--- src/rtl/decode_stage.sv ---
// decode_stage: registered RV32I(+M) decode stage between fetch and execute.
// The decoded beat is held in an output register backed by one skid register,
// so the stage sustains one beat per cycle and absorbs a single cycle of
// backpressure without dropping the beat already in flight.
//
// Ports
//   clk, rst         clock, synchronous active-high reset
//   flush            squash everything held plus the beat offered this cycle
//   in_valid/ready   fetch-side handshake; in_ready is low only when the skid is full
//   in_insn, in_pc   instruction word and its pc
//   out_valid/ready  execute-side handshake
//   out_*            decoded payload: pc, immediate, register indices, ALU code,
//                    operand selects, reg write, load/store kind, M-op, illegal
module decode_stage #(
    parameter int unsigned XLEN      = 32,
    parameter int unsigned ENABLE_M  = 0,
    parameter int unsigned CHECK_ILL = 1
) (
    input  logic            clk,
    input  logic            rst,
    input  logic            flush,
    input  logic            in_valid,
    output logic            in_ready,
    input  logic [31:0]     in_insn,
    input  logic [XLEN-1:0] in_pc,
    output logic            out_valid,
    input  logic            out_ready,
    output logic [XLEN-1:0] out_pc,
    output logic [XLEN-1:0] out_imm,
    output logic [4:0]      out_rd,
    output logic [4:0]      out_rs1,
    output logic [4:0]      out_rs2,
    output logic [4:0]      out_alu_code,
    output logic            out_alu_op1_sel,
    output logic            out_alu_op2_sel,
    output logic            out_reg_we,
    output logic [2:0]      out_is_load,
    output logic [1:0]      out_is_store,
    output logic            out_is_md,
    output logic [2:0]      out_md_op,
    output logic            out_illegal
);
    localparam logic [4:0] ALU_ADD = 5'd0, ALU_SUB = 5'd1, ALU_SLL = 5'd2, ALU_SLT = 5'd3;
    localparam logic [4:0] ALU_SLTU = 5'd4, ALU_XOR = 5'd5, ALU_SRL = 5'd6, ALU_SRA = 5'd7;
    localparam logic [4:0] ALU_OR = 5'd8, ALU_AND = 5'd9, ALU_BEQ = 5'd10, ALU_BNE = 5'd11;
    localparam logic [4:0] ALU_BLT = 5'd12, ALU_BGE = 5'd13, ALU_BLTU = 5'd14, ALU_BGEU = 5'd15;
    localparam logic [4:0] ALU_PASS2 = 5'd16, ALU_JAL = 5'd17, ALU_JALR = 5'd18;
    localparam logic ALU_OP1_RS1 = 1'b0, ALU_OP1_PC = 1'b1;
    localparam logic ALU_OP2_RS2 = 1'b0, ALU_OP2_IMM = 1'b1;
    localparam logic [2:0] LOAD_DISABLE = 3'd0, LOAD_LB = 3'd1, LOAD_LH = 3'd2, LOAD_LW = 3'd3;
    localparam logic [2:0] LOAD_LBU = 3'd4, LOAD_LHU = 3'd5;
    localparam logic [1:0] STORE_DISABLE = 2'd0, STORE_SB = 2'd1, STORE_SH = 2'd2;
    localparam logic [1:0] STORE_SW = 2'd3;

    localparam logic [6:0] OP_REG = 7'b0110011, OP_IMM = 7'b0010011, OP_LUI = 7'b0110111;
    localparam logic [6:0] OP_AUIPC = 7'b0010111, OP_LOAD = 7'b0000011, OP_STORE = 7'b0100011;
    localparam logic [6:0] OP_BRANCH = 7'b1100011, OP_JAL = 7'b1101111, OP_JALR = 7'b1100111;

    // Occupancy: StOne = output register full, StTwo = skid register full as well.
    localparam logic [1:0] StEmpty = 2'd0, StOne = 2'd1, StTwo = 2'd2;

    typedef struct packed {
        logic [XLEN-1:0] pc;
        logic [XLEN-1:0] imm;
        logic [4:0]      rd;
        logic [4:0]      rs1;
        logic [4:0]      rs2;
        logic [4:0]      alu_code;
        logic            op1_sel;
        logic            op2_sel;
        logic            reg_we;
        logic [2:0]      is_load;
        logic [1:0]      is_store;
        logic            is_md;
        logic [2:0]      md_op;
        logic            illegal;
    } dec_t;

    dec_t       dec, out_q, out_d, skid_q, skid_d;
    logic [1:0] state_q, state_d;
    logic [6:0] opcode, funct7;
    logic [2:0] funct3;
    logic [31:0] imm32;
    logic       ill, we, accept;

    assign opcode = in_insn[6:0];
    assign funct3 = in_insn[14:12];
    assign funct7 = in_insn[31:25];

    always_comb begin
        dec          = '0;
        dec.pc       = in_pc;
        dec.rd       = in_insn[11:7];
        dec.rs1      = in_insn[19:15];
        dec.rs2      = in_insn[24:20];
        dec.alu_code = ALU_ADD;
        dec.op1_sel  = ALU_OP1_RS1;
        dec.op2_sel  = ALU_OP2_RS2;
        imm32        = '0;
        ill          = 1'b0;
        we           = 1'b0;
        case (opcode)
            OP_REG: begin
                we = 1'b1;
                if (ENABLE_M != 0 && funct7 == 7'b0000001) begin
                    dec.is_md = 1'b1;
                    dec.md_op = funct3;
                end else begin
                    case (funct3)
                        3'd0:    dec.alu_code = funct7[5] ? ALU_SUB : ALU_ADD;
                        3'd1:    dec.alu_code = ALU_SLL;
                        3'd2:    dec.alu_code = ALU_SLT;
                        3'd3:    dec.alu_code = ALU_SLTU;
                        3'd4:    dec.alu_code = ALU_XOR;
                        3'd5:    dec.alu_code = funct7[5] ? ALU_SRA : ALU_SRL;
                        3'd6:    dec.alu_code = ALU_OR;
                        default: dec.alu_code = ALU_AND;
                    endcase
                    // 0100000 only selects SUB/SRA; any other funct7 is unknown.
                    ill = !(funct7 == 7'b0000000 ||
                            (funct7 == 7'b0100000 && (funct3 == 3'd0 || funct3 == 3'd5)));
                end
            end
            OP_IMM: begin
                we          = 1'b1;
                dec.op2_sel = ALU_OP2_IMM;
                imm32       = {{20{in_insn[31]}}, in_insn[31:20]};
                case (funct3)
                    3'd0:    dec.alu_code = ALU_ADD;
                    3'd1: begin
                        dec.alu_code = ALU_SLL;
                        ill          = (funct7 != 7'b0000000);
                    end
                    3'd2:    dec.alu_code = ALU_SLT;
                    3'd3:    dec.alu_code = ALU_SLTU;
                    3'd4:    dec.alu_code = ALU_XOR;
                    3'd5: begin
                        dec.alu_code = funct7[5] ? ALU_SRA : ALU_SRL;
                        ill          = !(funct7 == 7'b0000000 || funct7 == 7'b0100000);
                    end
                    3'd6:    dec.alu_code = ALU_OR;
                    default: dec.alu_code = ALU_AND;
                endcase
            end
            OP_LUI: begin
                we           = 1'b1;
                dec.op2_sel  = ALU_OP2_IMM;
                dec.alu_code = ALU_PASS2;
                imm32        = {in_insn[31:12], 12'b0};
            end
            OP_AUIPC: begin
                we          = 1'b1;
                dec.op1_sel = ALU_OP1_PC;
                dec.op2_sel = ALU_OP2_IMM;
                imm32       = {in_insn[31:12], 12'b0};
            end
            OP_LOAD: begin
                we          = 1'b1;
                dec.op2_sel = ALU_OP2_IMM;
                imm32       = {{20{in_insn[31]}}, in_insn[31:20]};
                case (funct3)
                    3'd0:    dec.is_load = LOAD_LB;
                    3'd1:    dec.is_load = LOAD_LH;
                    3'd2:    dec.is_load = LOAD_LW;
                    3'd4:    dec.is_load = LOAD_LBU;
                    3'd5:    dec.is_load = LOAD_LHU;
                    default: ill = 1'b1;
                endcase
            end
            OP_STORE: begin
                dec.op2_sel = ALU_OP2_IMM;
                imm32       = {{20{in_insn[31]}}, in_insn[31:25], in_insn[11:7]};
                case (funct3)
                    3'd0:    dec.is_store = STORE_SB;
                    3'd1:    dec.is_store = STORE_SH;
                    3'd2:    dec.is_store = STORE_SW;
                    default: ill = 1'b1;
                endcase
            end
            OP_BRANCH: begin
                imm32 = {{19{in_insn[31]}}, in_insn[31], in_insn[7], in_insn[30:25],
                         in_insn[11:8], 1'b0};
                case (funct3)
                    3'd0:    dec.alu_code = ALU_BEQ;
                    3'd1:    dec.alu_code = ALU_BNE;
                    3'd4:    dec.alu_code = ALU_BLT;
                    3'd5:    dec.alu_code = ALU_BGE;
                    3'd6:    dec.alu_code = ALU_BLTU;
                    3'd7:    dec.alu_code = ALU_BGEU;
                    default: ill = 1'b1;
                endcase
            end
            OP_JAL: begin
                we           = 1'b1;
                dec.op1_sel  = ALU_OP1_PC;
                dec.op2_sel  = ALU_OP2_IMM;
                dec.alu_code = ALU_JAL;
                imm32 = {{11{in_insn[31]}}, in_insn[31], in_insn[19:12], in_insn[20],
                         in_insn[30:21], 1'b0};
            end
            OP_JALR: begin
                we           = 1'b1;
                dec.op2_sel  = ALU_OP2_IMM;
                dec.alu_code = ALU_JALR;
                imm32        = {{20{in_insn[31]}}, in_insn[31:20]};
                ill          = (funct3 != 3'd0);
            end
            default: ill = 1'b1;
        endcase

        dec.imm     = XLEN'($signed(imm32));
        dec.illegal = (CHECK_ILL != 0) && ill;
        // Illegal beats still travel to execute, but must have no side effects.
        if (dec.illegal) begin
            dec.alu_code = ALU_ADD;
            dec.op1_sel  = ALU_OP1_RS1;
            dec.op2_sel  = ALU_OP2_RS2;
            dec.is_load  = LOAD_DISABLE;
            dec.is_store = STORE_DISABLE;
            dec.is_md    = 1'b0;
            dec.md_op    = 3'd0;
        end
        dec.reg_we = we && (dec.rd != 5'd0) && !dec.illegal;
    end

    assign in_ready  = (state_q != StTwo);
    assign out_valid = (state_q != StEmpty);
    assign accept    = in_valid && in_ready;

    always_comb begin
        state_d = state_q;
        out_d   = out_q;
        skid_d  = skid_q;
        if (flush) begin
            state_d = StEmpty;
        end else begin
            case (state_q)
                StEmpty: begin
                    if (accept) begin
                        out_d   = dec;
                        state_d = StOne;
                    end
                end
                StOne: begin
                    if (accept && out_ready) begin
                        out_d = dec;
                    end else if (accept) begin
                        skid_d  = dec;
                        state_d = StTwo;
                    end else if (out_ready) begin
                        state_d = StEmpty;
                    end
                end
                StTwo: begin
                    if (out_ready) begin
                        out_d   = skid_q;
                        state_d = StOne;
                    end
                end
                default: state_d = StEmpty;
            endcase
        end
    end

    always_ff @(posedge clk) begin
        if (rst) begin
            state_q <= StEmpty;
            out_q   <= '0;
            skid_q  <= '0;
        end else begin
            state_q <= state_d;
            out_q   <= out_d;
            skid_q  <= skid_d;
        end
    end

    assign out_pc          = out_q.pc;
    assign out_imm         = out_q.imm;
    assign out_rd          = out_q.rd;
    assign out_rs1         = out_q.rs1;
    assign out_rs2         = out_q.rs2;
    assign out_alu_code    = out_q.alu_code;
    assign out_alu_op1_sel = out_q.op1_sel;
    assign out_alu_op2_sel = out_q.op2_sel;
    assign out_reg_we      = out_q.reg_we;
    assign out_is_load     = out_q.is_load;
    assign out_is_store    = out_q.is_store;
    assign out_is_md       = out_q.is_md;
    assign out_md_op       = out_q.md_op;
    assign out_illegal     = out_q.illegal;

endmodule

--- config.mk ---
export PLATFORM = sky130hd
export DESIGN_NAME = decode_stage
export DESIGN_NICKNAME = d
export VERILOG_FILES = /design/src/rtl/decode_stage.sv
export SDC_FILE = /design/constraint.sdc
export NUM_CORES = 1
export LEC_CHECK = 0
export CAP_MARGIN = 20
export CELL_PAD_IN_SITES_DETAIL_PLACEMENT = 1
export CELL_PAD_IN_SITES_GLOBAL_PLACEMENT = 1
export CORE_UTILIZATION = 34
export CTS_BUF_LIST = sky130_fd_sc_hd__clkbuf_8 sky130_fd_sc_hd__clkbuf_16
export DETAILED_ROUTE_END_ITERATION = 16
export PLACE_DENSITY_LB_ADDON = 0.1
export SLEW_MARGIN = 20
export SYNTH_ARGS = -nofsm -noshare
export SYNTH_HDL_FRONTEND = slang
export SYNTH_SLANG_ARGS = --single-unit
--- constraint.sdc ---
create_clock -name clk -period 2.2 [get_ports clk]
set_clock_uncertainty 0.05 [all_clocks]
set_input_delay 0.66 -clock clk [delete_from_list [all_inputs] [get_ports clk]]
set_output_delay 0.66 -clock clk [all_outputs]
set_load 0.1 [all_outputs]
==> summary.txt, run 1 <==
Setup path
  • Crit Reg-Reg Startpoint: state_q[0]
  • CP Class: reg2out
  • CP max stage cell: dfxtp_2
  • R2R depth: 5
  • Worst reg2reg setup slack: 370 ps
  • CP endpoint kind: output pin
  • Startpoint Class: flop
  • Worst endpoint required time: 1490 ps
  • WP data arrival: 1450 ps
  • Slowest cell delay on critical path: 390 ps
  • R2r endpoint: skid_q[16]
  • CP Cell Sequence: nor2b_4 > clkinv_4 > buf_12
  • CP endpoint: in_ready
  • Crit path launch: state_q[1]
  • CP Max Fanout: 11

Placed design
  • Placed cell area: 0.0114 mm²
  • Placer congestion estimate: 0.857
  • Post-DP HPWL: 19800 µm
  • Pre-CTS setup slack: -774 ps
  • Placed Cells: 1532
  • # port buffers: 163

Power and ir drop
  • Max IR drop VDD: 475 µV
  • PwrDens: 681 mW/mm²
  • P_sw: 2.74 mW
  • Sequential Power Share: 43.0%
  • Comb pwr share: 20.9%
  • P_int: 5.62 mW
  • Clock share of power: 36.1%
  • Final Power: 8.36 mW
  • Switching Share: 32.8%
  • Lkg Pwr: 4.61 nW

Route
  • Pre-antenna DRT Iters: 5
  • Iteration-0 DRC count of the detailed router: 380
  • Post-DRT Antenna Nets: 0
  • Via count: 8201
  • Routed WL per cell: 18.3 µm
  • DRC errors left: 0
  • Post-Route WL: 28700 µm
  • Via density: 5.21

STA
  • Slew Viols, Final: 0
  • Final Hold Fails: 0
  • Final setup viols: 0
  • Fin worst setup slack: 38.3 ps
  • Part of the cycle the worst path needs: 98.3%
  • Hold_ws: 405 ps
  • Fmax achieved: 0.463 GHz
  • Setup repair after global routing missed its margin: true
  • Min cycle time layout: 2160 ps
  • Rel. slew slack: 65.6%
  • Worst Tran Pin Value: 516 ps

Yosys
  • Seq/Total Area, Yosys: 46.3%
  • FFs w/ async S/R, synth: 0%
  • Synth Instances: 1034
  • Yosys Warn Count: 0
  • Synth top area cells: dfxtp_1 46%, nand2_1 11%, a21oi_1 8.1%
  • Syn avg cell area: 7.86 µm²
  • #FFs+latches synth: 188
  • Biggest area consumer among synthesized cells: dfxtp_1
  • Post-synth EDFFs: 0
  • Top_reg_cell synth: dfxtp_1
  • Synth top area share: 46.3%
  • Top post-synthesis cells by count: 248 x nand2_1, 188 x dfxtp_1, 132 x a21oi_1
  • Synth cell types: 60
  • Synth Cell Area: 0.00813 mm²
  • Top-count cell post-synth: nand2_1

Global routing
  • Busiest grt layer: met2
  • All-layer global routing usage: 23.8%
  • Overflow after GRT: 0
  • Vias in the first global route: 8197
  • First-pass GRT wire length: 45400 µm
  • Met1 usage in global routing: 31.4%
  • Grt met2 use: 40.1%
  • Antenna violations before repair: 0
  • Largest net degree at the start of global routing: 105
  • Met3 usage in global routing: 3.66%

Clock tree
  • Worst-skew pair later-pin latency: 440 ps
  • # clock sinks: 188
  • H-tree depth: 4
  • Reg clk slew, reported paths: 70 ps
  • Root Buffer: clkbuf_16
  • CTS tree: yes
  • Total CTS buffers: 17
  • Maximum clock insertion buffer count: 2

Run status
  • Outcome: completed

Layout
  • Multi-input combinational cell area: 0.00415 mm²
  • Reg area: 0.00376 mm²
  • Non-Filler Instances: 1575
  • Ratio of cells with drive above 1 in the final layout: 23.6%
  • Final #Nets: 1312
  • Area Growth Syn to Fin: 51.0%
  • ANT cells: 0
  • Layout filler cell count: 2693
  • Final standard cell area without fillers: 0.0123 mm²

Floorplanning
  • # IOs: 168
  • Die boundary height: 157 µm
  • Die area: 0.0245 mm²
  • Initial core utilization: 34.6%
  • Core Rows: 56
  • Core area: 0.0235 mm²
  • Chip width: 157 µm

Worst hold path
  • Hold Path Class: reg2reg

Job
  • Max cap viols: 0
-- stage by stage --
| step | setup TNS [ps] | util [%] |
|---|---|---|
| 2_1_floorplan | -13.7 | - |
| 3_3_place_gp | -68360 | 48.5 |
| 3_5_place_dp | -75070 | 48.5 |
| 4_1_cts | 0 | 51.7 |
| 5_1_grt | -39.0 | 52.3 |
| 6_report | 0 | 52.3 |
-- cells by family (layout without fill, tap and decap cells) --
kind of cell	count (synthesis)	after routing	synth area share, %
other	1	4	0.0461
AOI/OAI and AO/OA	313	313	25.9
and+or+nand+nor	428	428	22.5
xor gates and xnor gates	1	1	0.108
buffers and inverters	102	321	5.08
DFF	188	188	46.3
muxes	1	1	0.123
-- state kept, by name, indices dropped and copies added, names as in the netlist --
register and count:
out_imm 32, state_q 2, out_rs2 5, out_pc 32
skid_q 93, out_alu_op1_sel 1, out_alu_op2_sel 1, out_rd 5
out_rs1 5, out_reg_we 1, out_is_load 3, out_illegal 1
out_alu_code 5, out_is_store 2
-- cell usage in the layout, fill, tap and decap left out, types with 6 or more instances in the layout --
cell	Yosys	final
nor3_1	9	6
dfxtp_1	188	187
o21ai_0	43	39
nand3_1	29	29
o211ai_1	16	16
a311oi_1	51	51
a211oi_1	26	24
buf_4	5	124
nor2_1	96	94
dlygate4sd2_1	0	7
nand2_1	248	248
o21a_1	8	8
a22oi_1	6	6
buf_12	0	81
clkbuf_16	0	19
buf_6	0	8
a21oi_1	132	127
and2_1	9	9
inv_1	6	7
clkdlybuf4s50_1	0	55
-- metal layers --
metal / share of wire (%) / vias to the layer above
met3: 3.9 / 29
met5: 0 / -
met4: 1.7 / 0
met1: 47 / 3973
met2: 48 / 163
li1: - / 4036
-- power by group through the flow --
stage | Combinational, mW | Clock [mW] | Sequential (mW)
floorplan | 0.400 | 0 | 4.26
global placement | 1.70 | 0 | 3.67
detailed placement | 1.71 | 0 | 3.67
CTS | 1.73 | 3.10 | 3.59
global route | 1.84 | 3.23 | 3.60
finish | 1.75 | 3.02 | 3.59
-- critical path, delay by kind of cell (launching register included) --
family | cells | cell delay [ps]
buffers and inverters | 2 | 380
flip-flops | 1 | 390
AND/OR/NAND/NOR | 1 | 250
-- how the worst min path moves through the flow --
stage | from | to | slack [ps] | cells past startpoint
6_report | skid_q[19] | skid_q[19] | 410 | 2
5_1_grt | skid_q[80] | skid_q[80] | 420 | 2
4_1_cts | skid_q[19] | skid_q[19] | 410 | 2
3_5_place_dp | skid_q[96] | skid_q[96] | 400 | 2
3_3_place_gp | skid_q[40] | skid_q[40] | 390 | 2
2_1_floorplan | skid_q[38] | skid_q[38] | 380 | 2
-- cell type report --
class                           instances  share of cell area (%)
Multi-Input combinational cell        747                    33.8
Sequential cell                       188                    30.7
Timing Repair Buffer                  282                    27.3
Clock buffer                           17                    3.47
Tap cell                              319                    3.25
Clock inverter                         15                    1.24
Inverter                                7                   0.255
-- timing repair --
action                     in CTS  in global routing
setup endpoints to repair      45                 90
cloned                          0                  2
pin swaps                      11                  8
hold buffers                    0                  0
setup buffers                   6                  3
gates resized for setup        49                 17
(Power assumes the default switching activity.)
==> run 2: changes to the inputs <==
--- a/config.mk
+++ b/config.mk
@@ -5,13 +5,16 @@
 export SDC_FILE = /design/constraint.sdc
 export NUM_CORES = 1
 export LEC_CHECK = 0
+export ABC_AREA = 1
+export ABC_CLOCK_PERIOD_IN_PS = 2200
 export CAP_MARGIN = 20
 export CELL_PAD_IN_SITES_DETAIL_PLACEMENT = 1
 export CELL_PAD_IN_SITES_GLOBAL_PLACEMENT = 1
-export CORE_UTILIZATION = 34
+export CORE_UTILIZATION = 33
 export CTS_BUF_LIST = sky130_fd_sc_hd__clkbuf_8 sky130_fd_sc_hd__clkbuf_16
 export DETAILED_ROUTE_END_ITERATION = 16
 export PLACE_DENSITY_LB_ADDON = 0.1
+export SETUP_SLACK_MARGIN = 0.3
 export SLEW_MARGIN = 20
 export SYNTH_ARGS = -nofsm -noshare
 export SYNTH_HDL_FRONTEND = slang
==> run 2 against run 1 <==
  * Register-to-register slack worse by 60 ps
  * Count of clock-buffer cells in the layout unchanged
  * Sequential power increased by 4%
  * Global-route usage is 1.0 points higher
  * Die area is 2.1% higher
  * Largest cell class unchanged
  * Wire length rose by 11%
==> summary.txt, run 2 <==
Layout
  • Biggest register: skid_q
  • Non-Filler Instances: 1694 (+7.6%)
  • Commonest non-fill, non-tap cell in the layout: nand2_1
  • Largest register FFs: 93 (unchanged)
  • Finished Core Util: 53.2% (+0.90 points)
  • Commonest non-fill, non-tap cells in the layout: 189 x nand2_1, 185 x dfxtp_1, 158 x nor2_1, 115 x buf_4, 109 x o21ai_0
  • Ratio of cells with drive above 1 in the final layout: 26.5% (+2.8 points)
  • Area Growth Syn to Fin: 56.5%
  • Final #Nets: 1430 (+9.0%)
  • Final standard cell area without fillers: 0.0126 mm² (+2.6%)

Placed design
  • Placer congestion estimate: 0.872 (+1.7%)
  • Post-DP HPWL: 19400 µm (-2.1%)
  • # port buffers: 163 (unchanged)
  • Pre-CTS setup slack: -431 ps (+343 ps)
  • Placed Cells: 1635 (+6.7%)
  • Placed cell area: 0.0112 mm² (-1.4%)

Yosys
  • Seq/Total Area, Yosys: 46.7% (+0.43 points)
  • Synth Cell Area: 0.00805 mm² (-0.92%)
  • Yosys Warn Count: 0 (unchanged)
  • Synth top area cells: dfxtp_1 47%, o21ai_0 12%, nand2_1 9.4%
  • Top-count cell post-synth: nand2_1
  • FFs w/ async S/R, synth: 0% (unchanged)
  • Synth cell types: 28 (-53%)
  • Syn avg cell area: 7.06 µm² (-10%)
  • Top_reg_cell synth: dfxtp_1
  • Biggest area consumer among synthesized cells: dfxtp_1
  • Top post-synthesis cells by count: 202 x nand2_1, 193 x o21ai_0, 188 x dfxtp_1
  • Synth top area share: 46.7% (+0.43 points)
  • Post-synth EDFFs: 0 (unchanged)
  • #FFs+latches synth: 188 (unchanged)
  • Synth Instances: 1140 (+10%)

Setup path
  • CP endpoint kind: output pin
  • Worst path bufs/invs: 4 (+2)
  • Startpoint Class: flop
  • Most Frequent Cell on Critical Path: inv_4
  • Slowest cell delay on critical path: 350 ps (-40 ps)
  • CP Cell Sequence: inv_4 > nor2_4 > inv_4 > buf_6 > buf_12
  • Worst reg2reg setup slack: 310 ps (-60 ps)
  • Family with the most delay on the worst path: buffers and inverters
  • CP Class: reg2out
  • CP Max Fanout: 2 (-9)
  • WP data arrival: 1290 ps (-160 ps)
  • Worst endpoint required time: 1490 ps (about the same)
  • CP max stage cell: dfxtp_2

Route
  • Post-DRT Antenna Nets: 0 (unchanged)
  • Via count: 8702 (+6.1%)
  • Routed WL per cell: 18.8 µm (+2.8%)
  • Post-Route WL: 31800 µm (+11%)
  • Pre-antenna DRT Iters: 4 (-1)
  • Via density: 5.14 (-1.3%)
  • Iteration-0 DRC count of the detailed router: 543 (+43%)
  • DRC errors left: 0 (unchanged)

Global routing
  • All-layer global routing usage: 24.8% (+1.0 points)
  • Largest net degree at the start of global routing: 94 (-10%)
  • First-pass GRT wire length: 47700 µm (+5.2%)
  • Antenna violations before repair: 1 (+1)
  • Overflow after GRT: 0 (unchanged)
  • Vias in the first global route: 8617 (+5.1%)

STA
  • TNS Setup: 0 ps (unchanged)
  • Rel. slew slack: 51.4% (-14 points)
  • Min cycle time layout: 2000 ps (-163 ps)
  • Fin worst setup slack: 201 ps (+163 ps)
  • Setup repair after global routing missed its margin: true
  • Slew Viols, Final: 0 (unchanged)
  • Worst Tran Pin Value: 728 ps (+213 ps)
  • Part of the cycle the worst path needs: 90.8% (-7.4 points)
  • Final setup viols: 0 (unchanged)
  • Fmax achieved: 0.500 GHz (+8.2%)
  • Final Hold Fails: 0 (unchanged)
  • Hold_ws: 428 ps (+22.3 ps)

Floorplanning
  • Core Rows: 56 (unchanged)
  • # IOs: 168 (unchanged)
  • Die boundary height: 158 µm (+1.0%)
  • Chip width: 158 µm (+1.0%)
  • Core area: 0.0237 mm² (+0.90%)
  • Initial core utilization: 34.0% (-0.62 points)
  • Die area: 0.0250 mm² (+2.1%)

Clock tree
  • CTS tree: yes
  • Reg clk slew, reported paths: 80 ps (about the same)
  • H-tree depth: 4 (unchanged)
  • # clock sinks: 188 (unchanged)
  • Total CTS buffers: 17 (unchanged)
  • Worst-skew pair later-pin latency: 440 ps (about the same)
  • Maximum clock insertion buffer count: 2 (unchanged)
  • Root Buffer: clkbuf_16

Run status
  • Outcome: completed

Job
  • Max cap viols: 0 (unchanged)

Power and ir drop
  • Final Power: 9.28 mW (+11%)
  • Lkg Pwr: 5.53 nW (+20%)
  • PwrDens: 737 mW/mm² (+8.2%)
  • Max IR drop VDD: 397 µV (-16%)

Worst hold path
  • Hold Path Class: reg2reg
-- run 2: cell count changes after synthesis, moves of 16 or more --
| cell | delta |
|---|---|
| inv_1 | +52 |
| a21oi_1 | -16 |
| a31oi_1 | +47 |
| a211oi_1 | -26 |
| nand2_1 | -46 |
| nor2_1 | +75 |
| buf_2 | +16 |
| o21ai_0 | +150 |
| clkbuf_1 | -22 |
| a311oi_1 | -51 |
-- run 2: kinds of logic after synthesis --
family / count (synthesis) / synth area share, %
xor gates and xnor gates: 1 / 0.109
buffers and inverters: 153 / 7.89
DFF: 188 / 46.7
and+or+nand+nor: 420 / 20.8
AOI/OAI and AO/OA: 377 / 24.4
other: 1 / 0.0466
-- run 2: worst paths after layout --
check	depth (start not counted)	endpoint	startpoint
worst max-delay path	5	in_ready	state_q[1]
worst min-delay path	2	out_rs2[1]	skid_q[19]
worst max register to register	11	out_alu_code[1]	state_q[1]
worst min register to register	2	out_rs2[1]	skid_q[19]
-- run 2: worst reg2reg max path, delay by kind of cell (launching register included) --
kind / cells / cell delay [ps]
buffers and inverters: 5 / 670
AO/OA/AOI/OAI: 3 / 400
flip-flops: 1 / 350
AND/OR/NAND/NOR: 3 / 310
-- run 2: where the power goes --
group          leakage, nW  switching [mW]  internal (mW)
logic                 3.71            1.61          0.865
registers             1.54           0.163           3.56
clock network        0.288            1.57           1.51
total                 5.53            3.34           5.94
-- run 2: final cells by class --
type | count | area, µm²
Multi-Input combinational cell | 802 | 3990
Sequential cell | 188 | 3770
Fill cell | 2844 | 11100
Clock buffer | 17 | 425
Antenna cell | 1 | 2.50
Clock inverter | 15 | 155
Tap cell | 319 | 399
Timing Repair Buffer | 286 | 3590
Inverter | 66 | 263
-- run 2: what timing repair did --
action | 4_1_cts | 5_1_grt
endpoints found under the setup margin | 130 | 122
gates resized for setup | 108 | 128
buffers inserted | 6 | 8
gates cloned | 5 | 7
pin swaps | 18 | 25
hold buffers | 0 | 0
-- run 2: per-layer routing --
metal	up-vias	routed length (µm)	global-route usage, %
li1	4245	-	-
met2	190	14800	40.1
met1	4233	14800	33.3
met3	34	1580	5.09
met4	0	535	6.78
met5	-	0	0
==> run 3: changes to the inputs <==
--- a/config.mk
+++ b/config.mk
@@ -14,6 +14,7 @@
 export CTS_BUF_LIST = sky130_fd_sc_hd__clkbuf_8 sky130_fd_sc_hd__clkbuf_16
 export DETAILED_ROUTE_END_ITERATION = 16
 export PLACE_DENSITY_LB_ADDON = 0.1
+export RECOVER_POWER = 25
 export SETUP_SLACK_MARGIN = 0.3
 export SLEW_MARGIN = 20
 export SYNTH_ARGS = -nofsm -noshare
==> run 3 against run 2 <==
  * Count of clock-buffer cells in the layout did not move
  * Non-clock buffer count did not move
  * Core utilization fell by 3.5 points
  * Sequential share of layout area rose by 2.1 points
  * Sequential power fell by 1%
  * Die area did not move
==> summary.txt, run 3 (synthesis gave the netlist of run 2 again) <==
Floorplanning
  • Die area: 0.0250 mm² (unchanged)
  • Core Rows: 56 (unchanged)
  • Core area: 0.0237 mm² (unchanged)
  • Chip width: 158 µm (unchanged)
  • Die boundary height: 158 µm (unchanged)
  • Initial core utilization: 34.0% (unchanged)
  • # IOs: 168 (unchanged)

Layout
  • Finished Core Util: 49.7% (-3.5 points)
  • Final #Nets: 1430 (unchanged)
  • Area Growth Syn to Fin: 46.1%
  • Commonest non-fill, non-tap cells in the layout: 190 x nand2_1, 186 x dfxtp_1, 158 x nor2_1, 110 x buf_4, 109 x o21ai_0
  • Commonest non-fill, non-tap cell in the layout: nand2_1
  • Biggest register: skid_q
  • Ratio of cells with drive above 1 in the final layout: 26.2% (-0.29 points)
  • Non-Filler Instances: 1694 (unchanged)
  • Largest register FFs: 93 (unchanged)

Setup path
  • CP max stage cell: clkbuf_2
  • WP data arrival: 1320 ps (+30 ps)
  • CP Max Fanout: 2 (unchanged)
  • CP Class: reg2out
  • Slowest cell delay on critical path: 490 ps (+140 ps)
  • Family with the most delay on the worst path: buffers and inverters
  • Worst path bufs/invs: 1 (-3)
  • Worst endpoint required time: 1490 ps (about the same)
  • CP endpoint kind: output pin
  • CP Cell Sequence: clkbuf_2
  • Startpoint Class: flop

Route
  • DRC errors left: 0 (unchanged)
  • Via count: 8697 (-0.057%)
  • Post-Route WL: 31900 µm (+0.29%)
  • Post-DRT Antenna Nets: 0 (unchanged)
  • Routed WL per cell: 18.8 µm (+0.29%)
  • Pre-antenna DRT Iters: 5 (+1)
  • Via density: 5.13 (about the same)
  • Iteration-0 DRC count of the detailed router: 529 (-2.6%)

STA
  • Final Hold Fails: 0 (unchanged)
  • Fmax achieved: 0.492 GHz (-1.7%)
  • Setup repair after global routing missed its margin: true
  • Slew Viols, Final: 0 (unchanged)
  • Rel. slew slack: 51.3% (-0.14 points)
  • Part of the cycle the worst path needs: 92.4% (+1.5 points)
  • Final setup viols: 0 (unchanged)
  • Min cycle time layout: 2030 ps (+33.8 ps)
  • Worst Tran Pin Value: 730 ps (+2.17 ps)

Clock tree
  • Reg clk slew, reported paths: 80 ps (about the same)
  • Maximum clock insertion buffer count: 2 (unchanged)
  • # clock sinks: 188 (unchanged)
  • Hold_buf cts: 0 (unchanged)
  • CTS tree: yes
  • Root Buffer: clkbuf_16
  • H-tree depth: 4 (unchanged)
  • Worst-skew pair later-pin latency: 440 ps (about the same)
  • Total CTS buffers: 17 (unchanged)

Global routing
  • Met1 usage in global routing: 33.3% (unchanged)
  • Overflow after GRT: 0 (unchanged)
  • Largest net degree at the start of global routing: 94 (unchanged)
  • Vias in the first global route: 8617 (unchanged)
  • First-pass GRT wire length: 47700 µm (unchanged)
  • All-layer global routing usage: 24.8% (unchanged)
  • Busiest grt layer: met2
  • Met3 usage in global routing: 5.09% (unchanged)
  • Antenna violations before repair: 1 (unchanged)
  • Grt met2 use: 40.1% (unchanged)

Placed design
  • # port buffers: 163 (unchanged)
  • Placer congestion estimate: 0.872 (unchanged)
  • Placed Cells: 1635 (unchanged)
  • Post-DP HPWL: 19400 µm (unchanged)

Worst hold path
  • Hold Path Class: reg2reg

Power and ir drop
  • Max IR drop VDD: 395 µV (-0.50%)
  • Lkg Pwr: 5.30 nW (-4.1%)
  • PwrDens: 766 mW/mm² (+3.9%)

Run status
  • Outcome: completed

Job
  • Max cap viols: 0 (unchanged)
run 3: changes by cell type in the layout (fill, tap and decap cells not counted), sizes merged:
cell,previous run,this run
buf,211,153
clkbuf,28,86
run 3: worst paths after layout:
kind	start	to	slack (ps)	cells past startpoint
hold / removal	skid_q[84]	out_pc[19]	430	2
setup / recovery	out_imm[24]	out_imm[24]	170	1
hold reg to reg	skid_q[84]	out_pc[19]	430	2
setup reg to reg	state_q[0]	skid_q[40]	220	9
run 3: worst min-delay path, cell delays in order (launching register included):
cell     delay, ps
dfxtp_1        310
nand2_1         60
a31oi_1         70
run 3: final cells by class:
class | instances | area (µm²)
fillers | 2945 | 11900
multi-input cells | 802 | 3990
flip-flops and latches | 188 | 3770
repair buffers | 286 | 2770
clock buffers | 17 | 425
well taps | 319 | 399
inverters | 66 | 260
clock inverters | 15 | 155
diodes | 1 | 2.50
run 3: timing repair:
action                     in CTS  in global routing
cloned                          5                  7
setup buffers                   6                  8
setup endpoints to repair     130                122
pin swaps                      18                 25
resized for setup             108                128
run 3: metal layers:
layer  routed length, µm  part of all wire (%)
met5                   0                     0
met4                 550                   1.7
met3                1490                   4.7
met2               14700                    46
met1               15100                    47
run 3: through the flow:
step	total power [mW]	hold slack (ps)	setup WS [ps]	setup TNS, ps	area [µm²]
floorplan	5.11	406	316	0	8070
global placement	6.03	411	-438	-28330	11200
detailed placement	6.04	419	-431	-33660	11200
CTS	9.22	432	126	0	12100
global route	9.32	446	89.4	0	11800
finish	9.01	427	168	0	11800
run 3: where the power goes:
part | internal [mW] | switching [mW]
sequential | 3.56 | 0.123
combinational | 0.634 | 1.61
clock | 1.51 | 1.56
total | 5.71 | 3.29
